<file path="src/rtl/fetch_stage.sv">
// Instruction fetch stage: PC register, IF/ID pipeline register, and saturating
// stall/flush event counters. Stall takes priority over a taken-branch flush.
module fetch_stage #(
    parameter logic [31:0] RESET_PC = 32'h0
) (
    input  logic        clk_i,
    input  logic        rst_n_i,
    input  logic        start_i,
    input  logic        stall_i,
    input  logic        taken_i,
    input  logic [31:0] target_i,
    output logic [31:0] imem_addr_o,
    input  logic [31:0] imem_inst_i,
    output logic [31:0] pc_id_o,
    output logic [31:0] inst_id_o,
    output logic        valid_id_o,
    output logic [31:0] stall_cnt_o,
    output logic [31:0] flush_cnt_o
);

    localparam logic [31:0] PC_INIT = {RESET_PC[31:2], 2'b00};

    logic [31:0] pc_q, pc_d;
    logic [31:0] pc_id_q, pc_id_d;
    logic [31:0] inst_id_q, inst_id_d;
    logic        valid_id_q, valid_id_d;
    logic [31:0] stall_cnt_q, stall_cnt_d;
    logic [31:0] flush_cnt_q, flush_cnt_d;

    logic do_stall, do_flush, do_fetch;

    // Stall wins over taken: branch operands are not resolved during a load-use stall.
    assign do_stall = start_i & stall_i;
    assign do_flush = start_i & ~stall_i & taken_i;
    assign do_fetch = start_i & ~stall_i & ~taken_i;

    always_comb begin
        pc_d        = pc_q;
        pc_id_d     = pc_id_q;
        inst_id_d   = inst_id_q;
        valid_id_d  = valid_id_q;
        stall_cnt_d = stall_cnt_q;
        flush_cnt_d = flush_cnt_q;
        if (do_stall) begin
            stall_cnt_d = stall_cnt_q + {31'd0, (stall_cnt_q != 32'hFFFF_FFFF)};
        end else if (do_flush) begin
            pc_d        = {target_i[31:2], 2'b00};
            pc_id_d     = pc_q;
            inst_id_d   = 32'h0;
            valid_id_d  = 1'b0;
            flush_cnt_d = flush_cnt_q + {31'd0, (flush_cnt_q != 32'hFFFF_FFFF)};
        end else if (do_fetch) begin
            pc_d       = pc_q + 32'd4;
            pc_id_d    = pc_q;
            inst_id_d  = imem_inst_i;
            valid_id_d = 1'b1;
        end
    end

    always_ff @(posedge clk_i or negedge rst_n_i) begin
        if (!rst_n_i) begin
            pc_q        <= PC_INIT;
            pc_id_q     <= 32'h0;
            inst_id_q   <= 32'h0;
            valid_id_q  <= 1'b0;
            stall_cnt_q <= 32'h0;
            flush_cnt_q <= 32'h0;
        end else begin
            pc_q        <= pc_d;
            pc_id_q     <= pc_id_d;
            inst_id_q   <= inst_id_d;
            valid_id_q  <= valid_id_d;
            stall_cnt_q <= stall_cnt_d;
            flush_cnt_q <= flush_cnt_d;
        end
    end

    assign imem_addr_o = pc_q;
    assign pc_id_o     = pc_id_q;
    assign inst_id_o   = inst_id_q;
    assign valid_id_o  = valid_id_q;
    assign stall_cnt_o = stall_cnt_q;
    assign flush_cnt_o = flush_cnt_q;

endmodule

</file>
<file path="config.mk">
export PLATFORM = sky130hd
export DESIGN_NAME = fetch_stage
export DESIGN_NICKNAME = d
export VERILOG_FILES = /design/src/rtl/fetch_stage.sv
export SDC_FILE = /design/constraint.sdc
export NUM_CORES = 1
export LEC_CHECK = 0
export ABC_AREA = 1
export CORE_AREA = 2 2 129 131
export CTS_CLUSTER_DIAMETER = 60
export DETAILED_ROUTE_END_ITERATION = 10
export DIE_AREA = 0 0 131 133
export PLACE_DENSITY = 0.81
export SLEW_MARGIN = 20
export SYNTH_ARGS = -nofsm -noshare
export SYNTH_HDL_FRONTEND = slang
export SYNTH_SLANG_ARGS = --single-unit
</file>
<file path="constraint.sdc">
create_clock -name clk_i -period 6.06 [get_ports clk_i]
set_input_delay 1.212 -clock clk_i [delete_from_list [all_inputs] [get_ports clk_i]]
set_output_delay 1.212 -clock clk_i [all_outputs]
set_load 0.1 [all_outputs]
</file>
Word level (Yosys, flattened, before mapping):

Index checks and enable logic that the tools add are counted.

* add/sub/neg operators: 3
* equal/unequal tests: 2
* multiplexer cells: 8
* bitwise gates (word level): 7
* reduce and logical (&&, ||, !) cells: 3

Operator list (count)
* $mux W32: 6
* $add A32 B1 Y32: 2
* $ne A32 B32 Y1 const B: 2
* $add A32 B3 Y32 const B: 1
* $and A1 B1 Y1: 4
* $reduce_and A2 Y1: 2
* $not A1 Y1: 3
* $mux W1: 2
* $reduce_bool A2 Y1: 1

* flip-flop bits (word level): 161
* input bits: 69
* output and inout bits: 161
* word-level logic and storage cells: 29

Logic depth before layout (Yosys ltp):

Gate-level depths: netlist of run 1.

* depth in word-level cells: 5
* mapped depth: 16
* gate-level depth less buffers: 16

Least setup slack after synthesis of run 1:

Ideal clock, no wire load.

* path type: register -> register
* from: register stall_cnt_q[16] (netlist: stall_cnt_o[16])
* to: register stall_cnt_q[18] (netlist: stall_cnt_o[18])
* setup time: 0.163 ns
* data arrival time: 2.713 ns
* data required time: 5.897 ns
* setup slack: 3.184 ns
* stages on the path, launching flop included: 14
* path buffers: 0
* clock period less this slack: 2.876 ns
* path through: dfrtp_1 nand2_1 nor2_1 nand4_1 nand3b_1 ha_1 ha_1 inv_1 nor2_4 nand2_2 inv_1 nand3_1 nor2_2 xor2_1

* longest elaborated chain between the ends: 2

RTL lines
* from (decl): line 27 `logic [31:0] stall_cnt_q, stall_cnt_d;`
* from (signal assigned): line 73 `stall_cnt_q <= stall_cnt_d;`
* $ne A32 B32 Y1: line 45 `stall_cnt_d = stall_cnt_q + {31'd0, (stall_cnt_q != 32'hFFFF_FFFF)};`
* $add A32 B1 Y32 *: line 45

Mark *: on every way between the ends. The rest lies on a longest branch, timed or not.
A chain may end at the register's enable or synchronous reset.

Worst setup path after layout of run 1:

* from: input port start_i
* to: register flush_cnt_q[6] (netlist: flush_cnt_o[6])

* longest elaborated chain between the ends: 3
* elaborated cells between the ends (all ways): 5
* those cells by class: 4 x bitwise; 1 x reduce/logical

RTL lines
* from (decl): line 8 `input logic start_i,`
* $and A1 B1 Y1 (on tied branches): line 34, 33
* $and A1 B1 Y1 / $not A1 Y1 (equally long branches)
* $reduce_and A2 Y1 (no source line) *
* to (signal assigned): line 74 `flush_cnt_q <= flush_cnt_d;`
* to (decl): line 28 `logic [31:0] flush_cnt_q, flush_cnt_d;`

Marks and branches as above.

==> summary.md, run 1 <==
| Metric | Value |
|---|---|
| Worst Tran Pin Value | `1.056 ns` |
| Die height | `133 um` |
| Worst Setup End Kind | `register` |
| Area delta synth->final | `36.79%` |
| Die width | `131 um` |
| TritonCTS Sinks | `157` |
| Main combinational cell family by area after synthesis | `simple AND/OR/NAND/NOR gates` |
| Dominant cell type by area after synthesis | `dfrtp_1` |
| Largest net degree at the start of global routing | `106` |
| Initial core utilization | `50.74%` |
| Antenna fix cells | `0` |
| Critical path depth | `9` |
| Clock buffer depth | `2` |
| CTS clk-pin slew, worst paths | `0.06 ns` |
| Post-Synth Adder-Cell Area | `0.9149%` |
| Internal | `2221 uW` |
| Skew-Pair Late Insertion Delay | `0.43 ns` |
| Cell family with most CP delay | `buffers and inverters` |
| Cts hold-fix bufs | `0` |
| Initial antenna violation count | `0` |
| Final Hold Vio Count | `0` |
| Post-synthesis cell count | `1063` |
| Synth top area share | `47.88%` |
| Synth Area in Compound Gates | `8.951%` |
| Clock period minus worst slack | `3.376 ns` |
| Min-Delay Path Depth | `2` |
| Clock Power Share | `26.0%` |
| Vias | `7984` |
| Worst EP required | `6.42 ns` |
| LEAKAGE | `0.004889 uW` |
| DRT iter0 DRCs | `464` |
| EDFF count, synth | `0` |
| Final setup violation count | `0` |
| # rows | `47` |
| Synth top cells by count | `371 x nand2_1, 157 x dfrtp_1, 134 x nor2_1` |
| Drt pass-1 iters | `5` |
| Total Power | `4155 uW` |
| Number of synthesized register bits | `157` |
| Setup TNS | `0 ns` |
| Post-CTS setup repair buffer count | `0` |
| Root buf cell | `clkbuf_16` |
| Grt total ovfl | `0` |
| Synth Area in Simple Gates | `32.11%` |
| CP Buf/Inv Count | `4` |
| Data arrival, critical path | `3.74 ns` |
| Fraction of layout cells with a size suffix above 1 | `4.545%` |
| Via/cell ratio | `5.260` |
| Most frequent cell after synthesis | `nand2_1` |
| Hold Path Class | `register to register` |
| Avg WL per Cell | `15.59 um` |
| Layout Nets | `1360` |
| Number of global-route vias before repair | `7671` |
| Combinational power share | `41.6%` |
| Synth area leaders | `dfrtp_1 48%, nand2_1 17%, nor2_1 6.1%` |
| Critical path type | `input pin to register` |
| CP startpoint kind | `input pin` |
| MaxCap Viol Count | `0` |
| Ys Warns | `0` |
| Syn avg cell area | `7.719 um^2` |
| Gr usage total | `27.22%` |
| Critical Path Slowest Stage Cell | `inv_2` |
| Top_reg_cell synth | `dfrtp_1` |
| Sequential share of power | `32.3%` |
| Post-synthesis mux area share | `0%` |
| Final period utilization | `55.71%` |
| Core area | `16170 um^2` |
| Result of the run | `complete, no violations` |
| Final HPWL DP | `16850 um` |
| # DRC | `0` |
| Worst-path cell chain | `clkdlybuf4s50_1, inv_2, nor2_4, buf_4, nand2_4, inv_2, nand2_1, nor3_1, xor2_1` |
| I/O pin count | `230` |
| Asr flop ratio synth | `100.0%` |
| Max-slew violation count | `0` |
| Number of H-tree levels | `4` |
| XOR/XNOR Fraction of Synth Area | `4.376%` |
| Count of different cell masters after synthesis | `35` |
| Max incr delay on CP | `0.65 ns` |
| First-pass GRT wire length | `37380 um` |
| R2R depth | `14` |
| VDD IR-drop max | `234.8 uV` |
| FMAX | `296.2 MHz` |
| Sequential area share after synthesis | `47.88%` |
| Die footprint | `17420 um^2` |
| Post-CTS sizing | `0` |
| IO Port Bufs | `223` |
| Final estimated routing congestion in global placement | `0.8975` |
| CP max FO | `43` |
| TritonCTS Buffers | `17` |
| Netlist Area Pre-Place | `8205 um^2` |
| RSZ-0062 raised after global routing | `false` |
| Cell area power density | `370.2 nW/um^2` |
| Slew HR | `29.38%` |
| Final Routed Wirelength | `23660 um` |
| Crit-path most repeated cell | `inv_2` |
| Clock skew | `0.007236 ns` |
| DRT antenna net count | `0` |
| CTS tree | `done` |
| Sw Ratio | `46.55%` |
| Psw | `1934 uW` |
[cell families (layout without fill, tap and decap cells)]
logic type,count (synthesis),in the layout
compound gates,118,118
other cells,1,4
fa+ha+maj,6,6
xor+xnor,41,41
simple gates,622,622
buf+inv,118,350
flops,157,157
[state kept, by name (all words and copies together) (netlist names)]
signal and count:
flush_cnt_o 32, valid_id_o 1, pc_id_o 30, imem_addr_o 30
inst_id_o 32, stall_cnt_o 32
[layout make-up]
cell class | instances | area [um^2]
multi-input combinational | 791 | 3819
clock inverter | 9 | 108.9
sequential | 157 | 3929
clock buffer | 23 | 488.0
inverter | 91 | 341.6
timing repair buffer | 227 | 2263
tap | 220 | 275.3
fill | 1305 | 4947
[cell usage in the layout (no fill, tap or decap), drive strengths merged]
| cell | Yosys | final |
|---|---|---|
| nand4 | 13 | 13 |
| clkinvlp | 0 | 1 |
| clkbuf | 13 | 23 |
| nor3 | 13 | 13 |
| nand3b | 14 | 14 |
| xor2 | 22 | 22 |
| o21ai | 68 | 68 |
| a21o | 1 | 1 |
| nand3 | 58 | 58 |
| a21oi | 6 | 6 |
| dfrtp | 157 | 157 |
| conb | 1 | 4 |
| clkdlybuf4s50 | 0 | 222 |
| bufinv | 0 | 2 |
| nor4 | 1 | 1 |
| ha | 6 | 6 |
| o21bai | 3 | 3 |
| nand2 | 375 | 375 |
| inv | 89 | 90 |
| xnor2 | 19 | 19 |
| buf | 14 | 5 |
| and2 | 3 | 3 |
| clkinv | 2 | 7 |
| nor2 | 145 | 145 |
| a22o | 32 | 32 |
| o22ai | 5 | 5 |
| o211ai | 3 | 3 |
[routing by layer]
metal	share of wire (%)	wire length, um	GRT usage (%)	up-vias
met5	0	0	0	-
met4	2.8	665	10.76	0
met3	6.4	1512	6.066	48
met2	50	11740	45.65	290
met1	41	9745	33.92	3801
li1	-	-	-	3845
[path summary, 6_finish.rpt]
check,start,to,slack [ns]
worst max-delay path,start_i,flush_cnt_o[6],2.68
worst min-delay path,pc_id_o[13],pc_id_o[13],0.48
worst max register to register,flush_cnt_o[14],flush_cnt_o[24],3.52
worst min register to register,pc_id_o[13],pc_id_o[13],0.48
max in group asynchronous,rst_n_i,inst_id_o[14],3.85
min in group asynchronous,rst_n_i,inst_id_o[17],0.89
[power by group through the flow]
stage	clock [uW]	sequential, uW	combinational (uW)
floorplan	0	2360	267
global placement	0	1350	1710
detailed placement	0	1360	1730
CTS	1100	1340	1740
global route	1140	1360	1800
finish	1080	1340	1730
[through the flow]
stage | worst slack [ns] | util, % | cells | cell area (um^2) | hold slack, ns
after detailed placement | 2.270 | 65.72 | 1486 | 10630 | 0.4759
after floorplan | 3.184 | - | 1066 | 8217 | 0.9164
after global routing | 2.517 | 69.41 | 1518 | 11220 | 0.5178
after CTS | 2.690 | 69.41 | 1518 | 11220 | 0.4901
after global placement | 2.286 | 65.72 | 1486 | 10630 | 0.4655
final | 2.684 | 69.41 | 1518 | 11220 | 0.4809
[worst min-delay path, stage by stage, from the launching register on]
cell	delay (ns)
dfrtp_1	0.34
nand2_1	0.05
nand2_1	0.06
Power figures use the tool's default switching activity.
==> run 2, diff against run 1 <==
--- a/config.mk
+++ b/config.mk
@@ -6,11 +6,11 @@
 export NUM_CORES = 1
 export LEC_CHECK = 0
 export ABC_AREA = 1
-export CORE_AREA = 2 2 129 131
+export CORE_AREA = 2 2 133 135
 export CTS_CLUSTER_DIAMETER = 60
 export DETAILED_ROUTE_END_ITERATION = 10
-export DIE_AREA = 0 0 131 133
-export PLACE_DENSITY = 0.81
+export DIE_AREA = 0 0 135 137
+export PLACE_DENSITY = 0.76
 export SLEW_MARGIN = 20
 export SYNTH_ARGS = -nofsm -noshare
 export SYNTH_HDL_FRONTEND = slang
==> constraint.sdc (replaced) <==
create_clock -name clk_i -period 3.14 [get_ports clk_i]
set_input_delay 0.628 -clock clk_i [delete_from_list [all_inputs] [get_ports clk_i]]
set_output_delay 0.628 -clock clk_i [all_outputs]
set_load 0.1 [all_outputs]
==> run 2 against run 1 <==
  * Flip-flop and latch count unchanged
  * Critical path depth grew 5
  * Critical endpoint is now stall_cnt_o[18]
  * Clock-buffer cell count is 4 lower
  * Largest cell class unchanged
==> summary.md, run 2 (synthesis results as in run 1) <==
| Metric | Value |
|---|---|
| CTS tree | `done` |
| Final period utilization | `81.72%` |
| VDD IR-drop max | `490.2 uV (+110%)` |
| Core area | `17060 um^2 (+5.5%)` |
| Post-CTS sizing | `0 (unchanged)` |
| Critical Path Slowest Stage Cell | `dfrtp_1` |
| Area delta synth->final | `32.82%` |
| Initial core utilization | `48.11% (-2.6 points)` |
| Via/cell ratio | `5.157 (-1.9%)` |
| Most common cell after layout, fill and taps aside | `nand2_1` |
| Combinational power share | `40.6% (-1.0 points)` |
| Gr usage total | `26.00% (-1.2 points)` |
| Die footprint | `18500 um^2 (+6.2%)` |
| Worst Setup End Kind | `register` |
| Die height | `137 um (+3.0%)` |
| IO Port Bufs | `223 (unchanged)` |
| Initial antenna violation count | `0 (unchanged)` |
| Worst Tran Pin Value | `0.6412 ns (-0.4148 ns)` |
| Clock buffer depth | `2 (unchanged)` |
| I/O pin count | `230 (unchanged)` |
| Cts hold-fix bufs | `0 (unchanged)` |
| Cell area power density | `734.5 nW/um^2 (+98%)` |
| Drt pass-1 iters | `5 (unchanged)` |
| MaxCap Viol Count | `0 (unchanged)` |
| CP startpoint kind | `register` |
| Skew-Pair Late Insertion Delay | `0.42 ns (about the same)` |
| DRT iter0 DRCs | `486 (+4.7%)` |
| Worst-path cell chain | `nand2_1, nor2_1, nand2_1, nor4_1, nand3b_1, ha_1, ha_1, inv_1, nor2_4, nand2_2, inv_1, nand3_1, nor2_2, xor2_1` |
| Antenna fix cells | `0 (unchanged)` |
| Slew HR | `57.26% (+28 points)` |
| Vias | `7865 (-1.5%)` |
| Hold Path Class | `input pin to async pin` |
| LEAKAGE | `0.005162 uW (+5.6%)` |
| Worst flop-to-flop path endpoint | `stall_cnt_o[18]` |
| Data arrival, critical path | `2.87 ns (-0.87 ns)` |
| Final Non-Filler Cells | `1525 (+0.46%)` |
| Commonest cells after routing, fill and taps aside | `371 x nand2_1, 163 x buf_4, 157 x dfrtp_1` |
| Worst EP required | `3.44 ns (-2.98 ns)` |
| Avg WL per Cell | `15.60 um (about the same)` |
| # DRC | `0 (unchanged)` |
| Clock skew | `0.009110 ns (+0.001874 ns)` |
| Psw | `3745 uW (+94%)` |
| Critical path type | `register to register` |
| Fraction of layout cells with a size suffix above 1 | `16.77% (+12 points)` |
| Cell family with most CP delay | `simple AND/OR/NAND/NOR gates` |
| First-pass GRT wire length | `37920 um (+1.4%)` |
| Final HPWL DP | `17690 um (+5.0%)` |
| FMAX | `389.7 MHz` |
| R2R depth | `14 (unchanged)` |
| CP Buf/Inv Count | `2 (-2)` |
| RSZ-0062 raised after global routing | `false` |
| Die width | `135 um (+3.1%)` |
| Final Hold Vio Count | `0 (unchanged)` |
| Final Util | `63.89% (-5.5 points)` |
| Final setup violation count | `0 (unchanged)` |
| Max-slew violation count | `0 (unchanged)` |
| Max incr delay on CP | `0.43 ns (-0.22 ns)` |
| TritonCTS Buffers | `17 (unchanged)` |
| CP max FO | `4 (-91%)` |
| CTS clk-pin slew, worst paths | `0.06 ns (about the same)` |
| Grt total ovfl | `0 (unchanged)` |
| Sw Ratio | `46.78% (+0.23 points)` |
| RR Startpoint | `stall_cnt_o[8]` |
| Final estimated routing congestion in global placement | `0.9003 (+0.31%)` |
| Setup TNS | `0 ns (unchanged)` |
| Internal | `4260 uW (+92%)` |
| Number of global-route vias before repair | `7434 (-3.1%)` |
| Layout Nets | `1364 (+0.29%)` |
| Number of H-tree levels | `4 (unchanged)` |
| Root buf cell | `clkbuf_16` |
| Placed cells | `1495 (+0.61%)` |
| Clock period minus worst slack | `2.566 ns` |
| Largest net degree at the start of global routing | `68 (-36%)` |
| Sequential share of power | `32.5% (+0.2 points)` |
| Result of the run | `complete, no violations` |
| # rows | `48 (+2.1%)` |
| Flop-to-flop setup slack | `0.57 ns (-2.95 ns)` |
| Post-CTS setup repair buffer count | `0 (unchanged)` |
| TritonCTS Sinks | `157 (unchanged)` |
| Clock Power Share | `26.9% (+0.9 points)` |
| Final Routed Wirelength | `23790 um (+0.55%)` |
| DRT antenna net count | `0 (unchanged)` |
## run 2: changes by cell type in the layout (fill, tap and decap cells not counted), sizes merged
cell           previous run  this run
buf                       5       166
bufinv                    2         4
clkbuf                   23        19
clkdlybuf4s50           222        65
## run 2: power groups by stage
| stage | registers [uW] | logic [uW] | clock network, uW |
|---|---|---|---|
| global route | 2650 | 3380 | 2280 |
| global placement | 2620 | 3230 | 0 |
| floorplan | 4550 | 515 | 0 |
| detailed placement | 2630 | 3250 | 0 |
| finish | 2600 | 3250 | 2150 |
| CTS | 2600 | 3260 | 2190 |
## run 2: worst max path at each step
stage | start | to | slack (ns) | depth (start not counted)
3_5_place_dp | start_i | imem_addr_o[14] | 0.43 | 10
5_1_grt | stall_cnt_o[9] | stall_cnt_o[18] | 0.35 | 14
3_3_place_gp | start_i | imem_addr_o[22] | 0.47 | 10
2_1_floorplan | stall_cnt_o[16] | stall_cnt_o[18] | 0.26 | 13
4_1_cts | stall_cnt_o[16] | stall_cnt_o[18] | 0.59 | 13
6_report | stall_cnt_o[8] | stall_cnt_o[18] | 0.57 | 14
## run 2: worst reg2reg max path, stage by stage (launching register included)
cell and delay, ns:
dfrtp_1 0.43, nand2_1 0.13, nor2_1 0.18, nand2_1 0.12, nor4_1 0.24, nand3b_1 0.17
ha_1 0.21, ha_1 0.20, inv_1 0.12, nor2_4 0.06, nand2_2 0.14, inv_1 0.08
nand3_1 0.15, nor2_2 0.07, xor2_1 0.14
## run 2: through the flow
stage	worst slack, ns	power [uW]	instance area [um^2]	hold WS (ns)
2_1_floorplan	0.2639	5063	8217	0.3324
3_3_place_gp	0.4664	5852	10300	0.4586
3_5_place_dp	0.4345	5884	10300	0.4713
4_1_cts	0.5925	8048	10900	0.2047
5_1_grt	0.3532	8310	10900	0.2211
6_report	0.5741	8005	10900	0.1918
## run 2: routing by layer
metal | global-route usage, % | vias to the layer above | wire, um | share of wire, %
met5 | 0 | - | 0 | 0
met4 | 8.102 | 0 | 527 | 2.2
met3 | 6.259 | 44 | 1687 | 7.1
met2 | 44.33 | 283 | 11570 | 49
met1 | 32.79 | 3684 | 10000 | 42
li1 | - | 3854 | - | -
## run 2: final cells by class
| cell class | instances | area (um^2) |
|---|---|---|
| Timing Repair Buffer | 231 | 1926 |
| Inverter | 91 | 341.6 |
| Sequential cell | 157 | 3929 |
| Fill cell | 1544 | 6158 |
| Clock inverter | 11 | 168.9 |
| Clock buffer | 19 | 432.9 |
| Tap cell | 225 | 281.5 |
| Multi-Input combinational cell | 791 | 3819 |
==> edit (flow settings as in run 1) <==
Add an input register stage for `target_i`, with the module's reset; this delays it by one clock. The other inputs are not delayed to match.
--- a/src/rtl/fetch_stage.sv
+++ b/src/rtl/fetch_stage.sv
@@ -19,6 +19,16 @@
 );
 
     localparam logic [31:0] PC_INIT = {RESET_PC[31:2], 2'b00};
+
+    logic [31:0] target_q;
+
+    always_ff @(posedge clk_i or negedge rst_n_i) begin
+        if (!rst_n_i) begin
+            target_q <= '0;
+        end else begin
+            target_q <= target_i;
+        end
+    end
 
     logic [31:0] pc_q, pc_d;
     logic [31:0] pc_id_q, pc_id_d;
@@ -44,7 +54,7 @@
         if (do_stall) begin
             stall_cnt_d = stall_cnt_q + {31'd0, (stall_cnt_q != 32'hFFFF_FFFF)};
         end else if (do_flush) begin
-            pc_d        = {target_i[31:2], 2'b00};
+            pc_d        = {target_q[31:2], 2'b00};
             pc_id_d     = pc_q;
             inst_id_d   = 32'h0;
             valid_id_d  = 1'b0;
Formal check against the unedited RTL: not equivalent (a bounded check fails within 4 cycles, from zero or initial values and one cycle with rst_n_i low).
==> edit against run 1 <==
Setup slack got worse by 690 ps; total power rose by 0.99%; wire length fell by 0.89%; area after synthesis rose by 8.1%; count of clock-buffer cells in the layout fell by 6; sequential cell count rose by 30; cell area rose by 5.9%; combinational power fell by 12%; sequential power rose by 13%; cell count rose by 1.9%; largest cell class unchanged.
==> edit: results (changes against run 1) <==
.. list-table::
   :header-rows: 1

   * - Metric
     - Value
   * - Outcome
     - finished, final reports clean
   * - CP Max Fanout
     - 95 (+120%)
   * - Count of fill cells added during filler insertion
     - 1235 (-5.4%)
   * - Final RePlAce weighted congestion
     - 0.891 (-0.75%)
   * - Worst reg2reg startpoint
     - stall_cnt_o[4]
   * - Internal power
     - 0.00234 W (+5.6%)
   * - Leakage power total
     - 5.25 nW (+7.4%)
   * - Reg2Reg Depth
     - 13 (-1)
   * - Clock skew after layout
     - 12.1 ps (+4.83 ps)
   * - Via count of the first global-routing pass
     - 7716 (+0.59%)
   * - Worst slack at placement
     - 1600 ps (-667 ps)
   * - Sequential element share of the synthesized area
     - 52.8% (+4.9 points)
   * - Most used standard cells in the synthesized netlist
     - 398 x sky130_fd_sc_hd__nand2_1, 187 x sky130_fd_sc_hd__dfrtp_1, 127 x sky130_fd_sc_hd__nor2_1, 98 x sky130_fd_sc_hd__inv_1, 58 x sky130_fd_sc_hd__nand3_1
   * - Largest net degree at the start of global routing
     - 96 (-9.4%)
   * - Synthesized area per cell
     - 8.09 µm² (+4.8%)
   * - Arrival time of data at the critical path endpoint
     - 4390 ps (+650 ps)
   * - Drt first-iter violations
     - 557 (+20%)
   * - Number of vias per cell after detailed routing
     - 5.19 (-1.2%)
   * - Number of different library cells in the post-synthesis netlist
     - 29 (-17%)
   * - Number of antenna violations at the first check in global routing
     - 3 (+3)
   * - Total routing resource utilization after global routing
     - 27.4% (+0.15 points)
   * - Slack of the worst reg-to-reg path
     - 3570 ps (+50 ps)
   * - First-pass DRT Iterations
     - 6 (+1)
   * - Total wirelength of the detailed-routed design
     - 23400 µm (-0.89%)
   * - Fraction of layout instances using a drive strength above 1
     - 4.30% (-0.25 points)
   * - Post-DP Area
     - 0.0113 mm² (+6.1%)
   * - Nets
     - 1389 (+2.1%)
   * - Leading cell types by total area after synthesis
     - sky130_fd_sc_hd__dfrtp_1 53%, sky130_fd_sc_hd__nand2_1 17%, sky130_fd_sc_hd__nor2_1 5.4%
   * - Post-DP HPWL
     - 16400 µm (-2.9%)
   * - Reg-to-reg endpoint
     - stall_cnt_o[14]
   * - Final worst-path setup slack
     - 2000 ps (-687 ps)
   * - Worst-case vdd ir drop
     - 0.309 mV (+31%)
   * - Global-route wire length before repair
     - 37500 µm (+0.31%)
   * - Capturing instance or port of the critical path
     - imem_addr_o[8]
   * - Overall via count from detail_route
     - 8035 (+0.64%)
   * - Transition time at the pin with the least slew margin
     - 1090 ps (+32.9 ps)
   * - Hold Crit Start
     - target_q[3]
## edit: layout make-up
class,instances,share of cell area (%)
repair buffers,225,18.9
inverters,104,3.29
well taps,220,2.32
clock inverters,15,1.54
flip-flops and latches,187,39.4
clock buffers,17,3.58
multi-input cells,779,30.9
## edit: cells by family after synthesis
logic type / share of synthesized area, %
adder cells (fa/ha/maj): 0.847
XOR/XNOR: 4.74
buffers and inverters: 5.97
other: 0.0423
flip-flops: 52.8
AO/OA/AOI/OAI: 6.91
AND/OR/NAND/NOR: 28.7
## edit: power by group through the flow
stage | logic, W | registers, W | clock network, W
final | 0.00153 | 0.00152 | 0.00115
after CTS | 0.00154 | 0.00152 | 0.00116
after global routing | 0.00160 | 0.00153 | 0.00121
after floorplan | 0.000229 | 0.00241 | 0
after global placement | 0.00151 | 0.00153 | 0
after detailed placement | 0.00153 | 0.00154 | 0
## edit: worst min path at each step
stage	end	slack (ps)
2_1_floorplan	imem_addr_o[4]	440
3_3_place_gp	imem_addr_o[11]	440
3_5_place_dp	imem_addr_o[11]	450
4_1_cts	imem_addr_o[3]	470
5_1_grt	imem_addr_o[3]	490
6_report	imem_addr_o[3]	470
## edit: worst max-delay path, stage by stage
cell and delay (ps):
sky130_fd_sc_hd__clkdlybuf4s50_1 560, sky130_fd_sc_hd__nand2_4 500, sky130_fd_sc_hd__inv_2 660, sky130_fd_sc_hd__nand2_1 210, sky130_fd_sc_hd__inv_2 810, sky130_fd_sc_hd__nand2_1 130, sky130_fd_sc_hd__o221ai_1 220
## edit: per-layer routing
metal / vias to the layer above / GRT usage (%) / routed length, µm
li1: 3873 / - / -
met1: 3838 / 35.3 / 9850
met2: 270 / 45.6 / 11400
met3: 52 / 5.38 / 1540
met4: 2 / 10.1 / 617
met5: - / 0 / 13
## edit: per-stage QoR
stage / utilization, % / power, W
6_report: 73.5 / 0.00420
5_1_grt: 73.5 / 0.00434
4_1_cts: 73.5 / 0.00421
3_5_place_dp: 69.7 / 0.00307
3_3_place_gp: 69.7 / 0.00304
2_1_floorplan: - / 0.00264
